$ cat src/rtl/uart_pkg.sv
// Shared UART definitions: frame FSM states, line levels and parity types.
// Imported by both the transmit and receive paths.
package uart_pkg;

    typedef enum logic [2:0] {
        IDLE   = 3'd0,
        START  = 3'd1,
        DATA   = 3'd2,
        PARITY = 3'd3,
        STOP   = 3'd4
    } uart_state_e;

    localparam logic START_BIT  = 1'b0;
    localparam logic STOP_BIT   = 1'b1;
    localparam logic IDLE_LEVEL = 1'b1;

    localparam logic PAR_EVEN = 1'b0;
    localparam logic PAR_ODD  = 1'b1;

endpackage

$ cat src/rtl/uart_tx_frame_if.sv
// Request/line bundle between a frame producer (master) and the UART transmitter (slave).
interface uart_tx_frame_if #(
    parameter int DATA_WIDTH = 8
);

    logic [DATA_WIDTH-1:0] P_DATA;
    logic                  Data_Valid;
    logic                  PAR_EN;
    logic                  PAR_TYP;
    logic                  TX_OUT;
    logic                  Busy;

    modport master (
        output P_DATA,
        output Data_Valid,
        output PAR_EN,
        output PAR_TYP,
        input  TX_OUT,
        input  Busy
    );

    modport slave (
        input  P_DATA,
        input  Data_Valid,
        input  PAR_EN,
        input  PAR_TYP,
        output TX_OUT,
        output Busy
    );

endinterface

$ cat src/rtl/uart_tx_serializer.sv
// Data latch and bit counter for the UART transmitter. Presents the bit that
// will be on the line next cycle so the top can keep TX_OUT registered.
module uart_tx_serializer #(
    parameter int DATA_WIDTH = 8
) (
    input  logic                  CLK,
    input  logic                  RST,
    input  logic                  load,
    input  logic [DATA_WIDTH-1:0] data_in,
    input  logic                  clear,
    input  logic                  advance,
    output logic [DATA_WIDTH-1:0] data_q,
    output logic                  next_bit,
    output logic                  last_bit
);

    localparam int CNT_W = $clog2(DATA_WIDTH);

    logic [CNT_W-1:0] bit_cnt;
    logic [CNT_W-1:0] cnt_d;

    assign last_bit = (bit_cnt == CNT_W'(DATA_WIDTH - 1));

    // The counter saturates on the last bit; the FSM leaves DATA on that cycle.
    always_comb begin
        cnt_d = bit_cnt;
        if (clear) begin
            cnt_d = '0;
        end else if (advance && !last_bit) begin
            cnt_d = bit_cnt + 1'b1;
        end
    end

    assign next_bit = data_q[cnt_d];

    always_ff @(posedge CLK or negedge RST) begin
        if (!RST) begin
            data_q  <= '0;
            bit_cnt <= '0;
        end else begin
            if (load) begin
                data_q <= data_in;
            end
            bit_cnt <= cnt_d;
        end
    end

endmodule

$ cat src/rtl/uart_tx_frame.sv
// UART frame transmitter: start bit, LSB-first data, optional parity, stop bit.
// One CLK cycle per bit; TX_OUT and Busy come straight from flops.
module uart_tx_frame
    import uart_pkg::*;
#(
    parameter int DATA_WIDTH = 8
) (
    input  logic           CLK,
    input  logic           RST,
    uart_tx_frame_if.slave bus
);

    uart_state_e           state;
    uart_state_e           next_state;
    logic                  par_en_q;
    logic                  par_typ_q;
    logic                  tx_q;
    logic                  busy_q;
    logic                  tx_d;
    logic                  busy_d;
    logic                  load;
    logic                  clear;
    logic                  advance;
    logic [DATA_WIDTH-1:0] data_q;
    logic                  next_bit;
    logic                  last_bit;
    logic                  parity_bit;

    uart_tx_serializer #(
        .DATA_WIDTH(DATA_WIDTH)
    ) u_serializer (
        .CLK      (CLK),
        .RST      (RST),
        .load     (load),
        .data_in  (bus.P_DATA),
        .clear    (clear),
        .advance  (advance),
        .data_q   (data_q),
        .next_bit (next_bit),
        .last_bit (last_bit)
    );

    assign parity_bit = (^data_q) ^ (par_typ_q == PAR_ODD);

    always_ff @(posedge CLK or negedge RST) begin
        if (!RST) begin
            state     <= IDLE;
            par_en_q  <= 1'b0;
            par_typ_q <= 1'b0;
            tx_q      <= IDLE_LEVEL;
            busy_q    <= 1'b0;
        end else begin
            state  <= next_state;
            tx_q   <= tx_d;
            busy_q <= busy_d;
            if (load) begin
                par_en_q  <= bus.PAR_EN;
                par_typ_q <= bus.PAR_TYP;
            end
        end
    end

    // Outputs are decoded from next_state so the registered line level lines
    // up with the state the FSM is entering.
    always_comb begin
        next_state = state;
        load       = 1'b0;
        clear      = 1'b0;
        advance    = 1'b0;
        tx_d       = IDLE_LEVEL;
        busy_d     = 1'b1;

        case (state)
            IDLE: begin
                if (bus.Data_Valid) begin
                    load       = 1'b1;
                    next_state = START;
                end
            end
            START: begin
                clear      = 1'b1;
                next_state = DATA;
            end
            DATA: begin
                advance = 1'b1;
                if (last_bit) begin
                    next_state = par_en_q ? PARITY : STOP;
                end
            end
            PARITY:  next_state = STOP;
            STOP:    next_state = IDLE;
            default: next_state = IDLE;
        endcase

        case (next_state)
            IDLE: begin
                tx_d   = IDLE_LEVEL;
                busy_d = 1'b0;
            end
            START:   tx_d = START_BIT;
            DATA:    tx_d = next_bit;
            PARITY:  tx_d = parity_bit;
            STOP:    tx_d = STOP_BIT;
            default: begin
                tx_d   = IDLE_LEVEL;
                busy_d = 1'b0;
            end
        endcase
    end

    assign bus.TX_OUT = tx_q;
    assign bus.Busy   = busy_q;

endmodule
$ cat src/flat_wrapper.sv
// flat-port wrapper written by rule: the top's interface ports become plain ports
module uart_tx_frame_flat import uart_pkg::*;
#(
    parameter int DATA_WIDTH = 8
)
  (CLK, RST, bus_P_DATA, bus_Data_Valid, bus_PAR_EN, bus_PAR_TYP, bus_TX_OUT, bus_Busy);
  uart_tx_frame_if #(.DATA_WIDTH(DATA_WIDTH)) bus_i ();
  input  logic CLK;
  input  logic RST;
  input wire logic [$bits(bus_i.P_DATA)-1:0] bus_P_DATA;
  input wire logic [$bits(bus_i.Data_Valid)-1:0] bus_Data_Valid;
  input wire logic [$bits(bus_i.PAR_EN)-1:0] bus_PAR_EN;
  input wire logic [$bits(bus_i.PAR_TYP)-1:0] bus_PAR_TYP;
  output wire logic [$bits(bus_i.TX_OUT)-1:0] bus_TX_OUT;
  output wire logic [$bits(bus_i.Busy)-1:0] bus_Busy;
  assign bus_i.P_DATA = bus_P_DATA;
  assign bus_i.Data_Valid = bus_Data_Valid;
  assign bus_i.PAR_EN = bus_PAR_EN;
  assign bus_i.PAR_TYP = bus_PAR_TYP;
  assign bus_TX_OUT = bus_i.TX_OUT;
  assign bus_Busy = bus_i.Busy;
  uart_tx_frame #(.DATA_WIDTH(DATA_WIDTH)) u_core (.CLK(CLK), .RST(RST), .bus(bus_i));
endmodule
$ cat config.mk
export PLATFORM = sky130hd
export DESIGN_NAME = uart_tx_frame_flat
export DESIGN_NICKNAME = d
export VERILOG_FILES = /design/src/rtl/uart_pkg.sv /design/src/rtl/uart_tx_frame_if.sv /design/src/rtl/uart_tx_serializer.sv /design/src/rtl/uart_tx_frame.sv /design/src/flat_wrapper.sv
export SDC_FILE = /design/constraint.sdc
export NUM_CORES = 1
export LEC_CHECK = 0
export BUFFER_PORTS_ARGS = -buffer_cell sky130_fd_sc_hd__buf_4
export CAP_MARGIN = 20
export CORE_MARGIN = 5
export CORE_UTILIZATION = 40
export DETAILED_ROUTE_END_ITERATION = 10
export MAX_ROUTING_LAYER = met4
export PLACE_DENSITY = 0.7
export REMOVE_ABC_BUFFERS = 1
export SYNTH_ARGS = -nofsm -noshare
export SYNTH_HDL_FRONTEND = slang
export SYNTH_SLANG_ARGS = --single-unit
$ cat constraint.sdc
create_clock -name CLK -period 2.43 [get_ports CLK]
set_input_delay 0.486 -clock CLK [delete_from_list [all_inputs] [get_ports CLK]]
set_output_delay 0.486 -clock CLK [all_outputs]
set_load 0.01 [all_outputs]
==> flow_metrics.tcl, run 1 <==
set metrics [dict create \
    ys.flop_type "dfrtp_1" \
    io_buffers 14 \
    finalHoldViolCount 0 \
    drt-initial-drc-count 3 \
    drt-pass1-iter-count 2 \
    path_clk_slew_ns 0.10 \
    fmax_ghz 0.440 \
    clk_latency_ns 0.28 \
    synth-warning-count 0 \
    cpPeakStageDelay_ns 0.52 \
    clock_tree.root_cell "clkbuf_4" \
    relSlewSlack_pct 77.0 \
    cp_data_required_time_ns 2.64 \
    grt_start_max_net_pins 19 \
    grtUsageTotal_pct 11.4 \
    synth_enable_flop_cells 0 \
    tritoncts "done" \
    core-area_mm2 0.00223 \
    path_class "reg -> reg" \
    drc_errors 0 \
    synth_cells 72 \
    grt_pass1_vias 638 \
    hold_ws_ns 0.0481 \
    area_delta_synth_final_pct 16.2 \
    clock-sinks 18 \
    nNetsFinal 105 \
    fin_crit_ns 2.27 \
    ys_top_cells_by_count "dfrtp_1, mux2_2, xnor2_1" \
    die_y_um 58.5 \
    die-area_mm2 0.00343 \
    synth_seq_cells 18 \
    drt-wirelength-per-cell_um 13.4 \
    placed_area_mm2 0.00107 \
    placed_cells 113 \
    status "complete, no violations" \
    vias 588 \
    leakage_nw 0.493 \
    ys_top_cells_by_area "dfrtp_1, mux2_2, xnor2_1" \
    antenna_found_initial 0 \
    setup_total_negative_slack_ns 0 \
    hold_class "in -> async" \
    rows 17 \
    cp_max_fo 4 \
    clockBufferDepth 2 \
    rsz0062_at_grt "false" \
    synth_area_per_cell_um2 13.1 \
    path_cells "ha_1, ha_1, and2b_1, o21bai_2, a22oi_4, mux4_2, nor2_1, o31ai_2" \
    start_util_pct 42.2 \
    total_power_mw 1.63 \
    htreeDepth 1 \
    num_antenna_cells 0 \
    layoutNonFillerInstCount 117 \
    setup_ws_ns 0.155 \
    drv_cap 0 \
    via_per_inst 5.03 \
    fin_crit_sh_pct 93.6 \
    setup_viol 0 \
    synth_async_sr_flop_share_pct 100 \
    slew_viol_final 0 \
    critPathSlowestCell "mux4_2" \
    gp_congestion 0.805 \
    path_common_cell "ha_1" \
    drive_gt1_share_pct 47.2 \
    wl_um 1560 \
    final_util_pct 49.0 \
    yosys.area.top_type_share_pct 45.2 \
    drtAntennaViolNets 0 \
    cp-end-kind "register" \
    max_slew.worst_pin.slew_ns 0.345 \
    grt_pass1_wl_um 2920 \
    die_width_um 58.5 \
    netlist_area_um2 942 \
    p_per_area_mw_per_mm2 1490 \
    pre_cts_ws_ns 0.174 \
    ir_drop_uv 790 \
    yosysMostFrequentCell "dfrtp_1" \
    yosys.cell_types.count 30 \
    finalClockSkew_ns 0.00297 \
    place_hpwl_um 1230 \
    netlist.top_cell.by_area "dfrtp_1" \
    cp-start-kind "register" \
    cts_buffers 3 \
    stdcell_area_mm2 0.00109 \
    yosysSeqAreaShare_pct 47.9 \
    worst-endpoint-arrival_ns 2.48 \
    io_pins 15 \
    overflow 0 \
]
[flip-flops by register name, indices dropped and copies added (netlist names)]
register	count
u_core.state	3
u_core.par_en_q	1
u_core.bus.Busy	1
u_core.bus.TX_OUT	1
u_core.u_serializer.bit_cnt	3
u_core.par_typ_q	1
u_core.u_serializer.data_q	8
[cell type report]
| type | instances | area, um^2 |
|---|---|---|
| fill | 208 | 1140 |
| multi-input combinational | 49 | 457 |
| sequential | 18 | 453 |
| timing repair buffer | 15 | 113 |
| tap | 28 | 35.0 |
| clock buffer | 4 | 26.3 |
| inverter | 3 | 11.3 |
[power by group]
part           switching, mW  total [mW]  internal (mW)
sequential             0.147       0.597          0.449
combinational          0.362       0.885          0.523
clock                 0.0844       0.148         0.0637
[cells by family after synthesis]
kind of cell               count (synthesis)  share of synthesized area, %
AOI/OAI and AO/OA                         13                          13.1
xor gates and xnor gates                   8                          7.44
adders and majority gates                  2                          2.66
buffers and inverters                      5                          3.59
DFF                                       18                          47.9
muxes                                     14                          17.8
and+or+nand+nor                           12                          7.44
[worst paths after layout]
path                                                start                       endpoint  slack [ns]  cells after the start
setup / recovery           u_core.u_serializer.bit_cnt[0]              u_core.bus.TX_OUT        0.16                      8
hold reg to reg                           u_core.state[2]                u_core.state[2]        0.55                      1
hold / removal                                        RST  u_core.u_serializer.data_q[2]        0.05                      1
setup reg to reg           u_core.u_serializer.bit_cnt[0]              u_core.bus.TX_OUT        0.16                      8
max in group asynchronous                             RST              u_core.bus.TX_OUT        2.12                      1
min in group CLK                               bus_PAR_EN                u_core.par_en_q        0.40                      3
[per-layer routing]
layer  global-route usage [%]  vias to the layer above  share of wire, %
met5                        -                        -                 0
met4                     3.97                        0                 0
met3                     1.97                        0               4.6
met2                     18.2                       11                50
met1                     14.5                      282                45
li1                         -                      295                 -
[repair_timing]
| action | 4_1_cts | 5_1_grt |
|---|---|---|
| setup buffers | 0 | 0 |
| endpoints found under the setup margin | 0 | 1 |
| gates resized for setup | 0 | 1 |
| hold buffers | 0 | 0 |
[placed cells by master, fill, tap and decap left out, drive strengths merged, types with 2 or more instances in the layout]
| master | synthesis | final |
|---|---|---|
| dfrtp | 17 | 17 |
| clkbuf | 0 | 4 |
| nand2 | 2 | 2 |
| mux2 | 12 | 12 |
| xnor2 | 7 | 7 |
| ha | 2 | 2 |
| inv | 3 | 3 |
| nor2 | 3 | 3 |
| a22oi | 2 | 2 |
| buf | 2 | 15 |
| a21oi | 2 | 2 |
| a22o | 3 | 3 |
[worst max-delay path, delay by kind of cell (launching register included)]
kind	cells	cell delay (ns)
AND/OR/NAND/NOR	2	0.35
AO/OA/AOI/OAI	3	0.44
flip-flops	1	0.45
adder cells (fa/ha/maj)	2	0.44
multiplexers	1	0.52
Note: power is estimated with default switching activity, not from simulation.
==> run 2: changes to the inputs <==
--- a/config.mk
+++ b/config.mk
@@ -9,6 +9,7 @@
 export CAP_MARGIN = 20
 export CORE_MARGIN = 5
 export CORE_UTILIZATION = 40
+export CTS_BUF_LIST = sky130_fd_sc_hd__clkbuf_8
 export DETAILED_ROUTE_END_ITERATION = 10
 export MAX_ROUTING_LAYER = met4
 export PLACE_DENSITY = 0.7
==> flow_metrics.tcl, run 2 (same netlist as run 1, synthesis figures left out) <==
set metrics [dict create \
    clock-sinks 18 \
    grtUsageTotal_pct 11.9 \
    drt-wirelength-per-cell_um 13.7 \
    fmax_ghz 0.438 \
    path_clk_slew_ns 0.07 \
    cp-end-kind "register" \
    timing.rr.start "u_core.u_serializer.bit_cnt[0]" \
    drtAntennaViolNets 0 \
    io_buffers 14 \
    grt_start_max_net_pins 19 \
    setup_total_negative_slack_ns 0 \
    hold_class "in -> async" \
    postCtsHoldBufs 0 \
    htreeDepth 1 \
    overflow 0 \
    drt-pass1-iter-count 4 \
    die_width_um 58.5 \
    clk_latency_ns 0.25 \
    ff2ff_setup_slack_ns 0.15 \
    place_hpwl_um 1230 \
    cts_buffers 3 \
    mostFrequentLayoutCells "dfrtp_1, buf_4, mux2_2" \
    leakage_nw 0.506 \
    die-area_mm2 0.00343 \
    drive_gt1_share_pct 46.1 \
    clock_tree.root_cell "clkbuf_8" \
    drv_cap 0 \
    max_slew.worst_pin.slew_ns 0.340 \
    wl_um 1610 \
    largest_register_ff_count 8 \
    final_util_pct 49.8 \
    drc_errors 0 \
    grt_pass1_wl_um 3000 \
    r2r_end "u_core.bus.TX_OUT" \
    crit_path_start "u_core.u_serializer.bit_cnt[0]" \
    rsz0062_at_grt "false" \
    rows 17 \
    top_register "u_core.u_serializer.data_q" \
    slew_viol_final 0 \
    grt_pass1_vias 642 \
    core-area_mm2 0.00223 \
    postCtsSetupRepairBufs 0 \
    start_util_pct 42.2 \
    cp_data_required_time_ns 2.60 \
    worst-endpoint-arrival_ns 2.45 \
    tritoncts "done" \
    cp-start-kind "register" \
    clockBufferDepth 2 \
    antenna_found_initial 0 \
    cts_resized 0 \
    die_y_um 58.5 \
    finalClockSkew_ns 0.00168 \
    via_per_inst 4.93 \
    num_antenna_cells 0 \
    p_per_area_mw_per_mm2 1520 \
    io_pins 15 \
    fin_crit_sh_pct 93.9 \
    drt-initial-drc-count 2 \
    relSlewSlack_pct 77.4 \
    area_delta_synth_final_pct 18.1 \
    cp_max_fo 4 \
    status "complete, no violations" \
    finalHoldViolCount 0 \
    path_class "reg -> reg" \
    fin_crit_ns 2.28 \
    r2r_cells 8 \
    final_common_cell "dfrtp_1" \
    ir_drop_uv 757 \
    vias 577 \
    nNetsFinal 105 \
    top_regs "u_core.u_serializer.data_q (8), u_core.state (3), u_core.u_serializer.bit_cnt (3)" \
    gp_congestion 0.805 \
    setup_viol 0 \
]
[run 2: cell count changes in the layout (fill, tap and decap cells not counted), sizes merged]
cell | previous run | this run
clkbuf | 4 | 3
inv | 3 | 4
[run 2: layout make-up]
cell class | count | area [um^2]
fill | 205 | 1120
timing repair buffer | 15 | 113
multi-input combinational | 49 | 457
inverter | 3 | 11.3
sequential | 18 | 452
clock inverter | 1 | 3.75
clock buffer | 3 | 41.3
tap | 28 | 35.0
[run 2: where the power goes]
part	leakage [nW]	total, mW	internal, mW	switching (mW)
Combinational	0.262	0.889	0.524	0.366
Clock	0.0269	0.205	0.112	0.0934
Sequential	0.217	0.597	0.449	0.149
[run 2: layer usage]
metal | global-route usage, % | part of all wire [%]
met1 | 14.9 | 46
met2 | 18.8 | 50
met3 | 2.63 | 4.5
met4 | 3.97 | 0
met5 | - | 0
[run 2: through the flow]
step	setup slack (ns)	total power [mW]	hold slack, ns	cell area [um^2]	std cells
after global placement	0.234	1.49	0.365	1070	113
after floorplan	0.291	1.31	0.190	920	70
final	0.149	1.69	0.0904	1110	117
after detailed placement	0.174	1.50	0.369	1070	113
after CTS	0.139	1.72	0.0984	1110	117
after global routing	0.00212	1.84	0.0995	1110	117
[run 2: critical path, stage by stage, from the launching register on]
cell      delay, ns
dfrtp_1        0.44
ha_1           0.23
ha_1           0.23
and2b_1        0.22
o21bai_2       0.10
a22oi_4        0.26
mux4_2         0.52
nor2_1         0.13
o31ai_2        0.08
[run 2: worst max-delay path by stage]
stage	end	slack, ns	cells after the start
2_1_floorplan	u_core.bus.TX_OUT	0.29	8
3_3_place_gp	u_core.bus.TX_OUT	0.23	8
3_5_place_dp	u_core.bus.TX_OUT	0.17	8
4_1_cts	u_core.bus.TX_OUT	0.14	8
5_1_grt	u_core.bus.TX_OUT	0.002	8
6_report	u_core.bus.TX_OUT	0.15	8
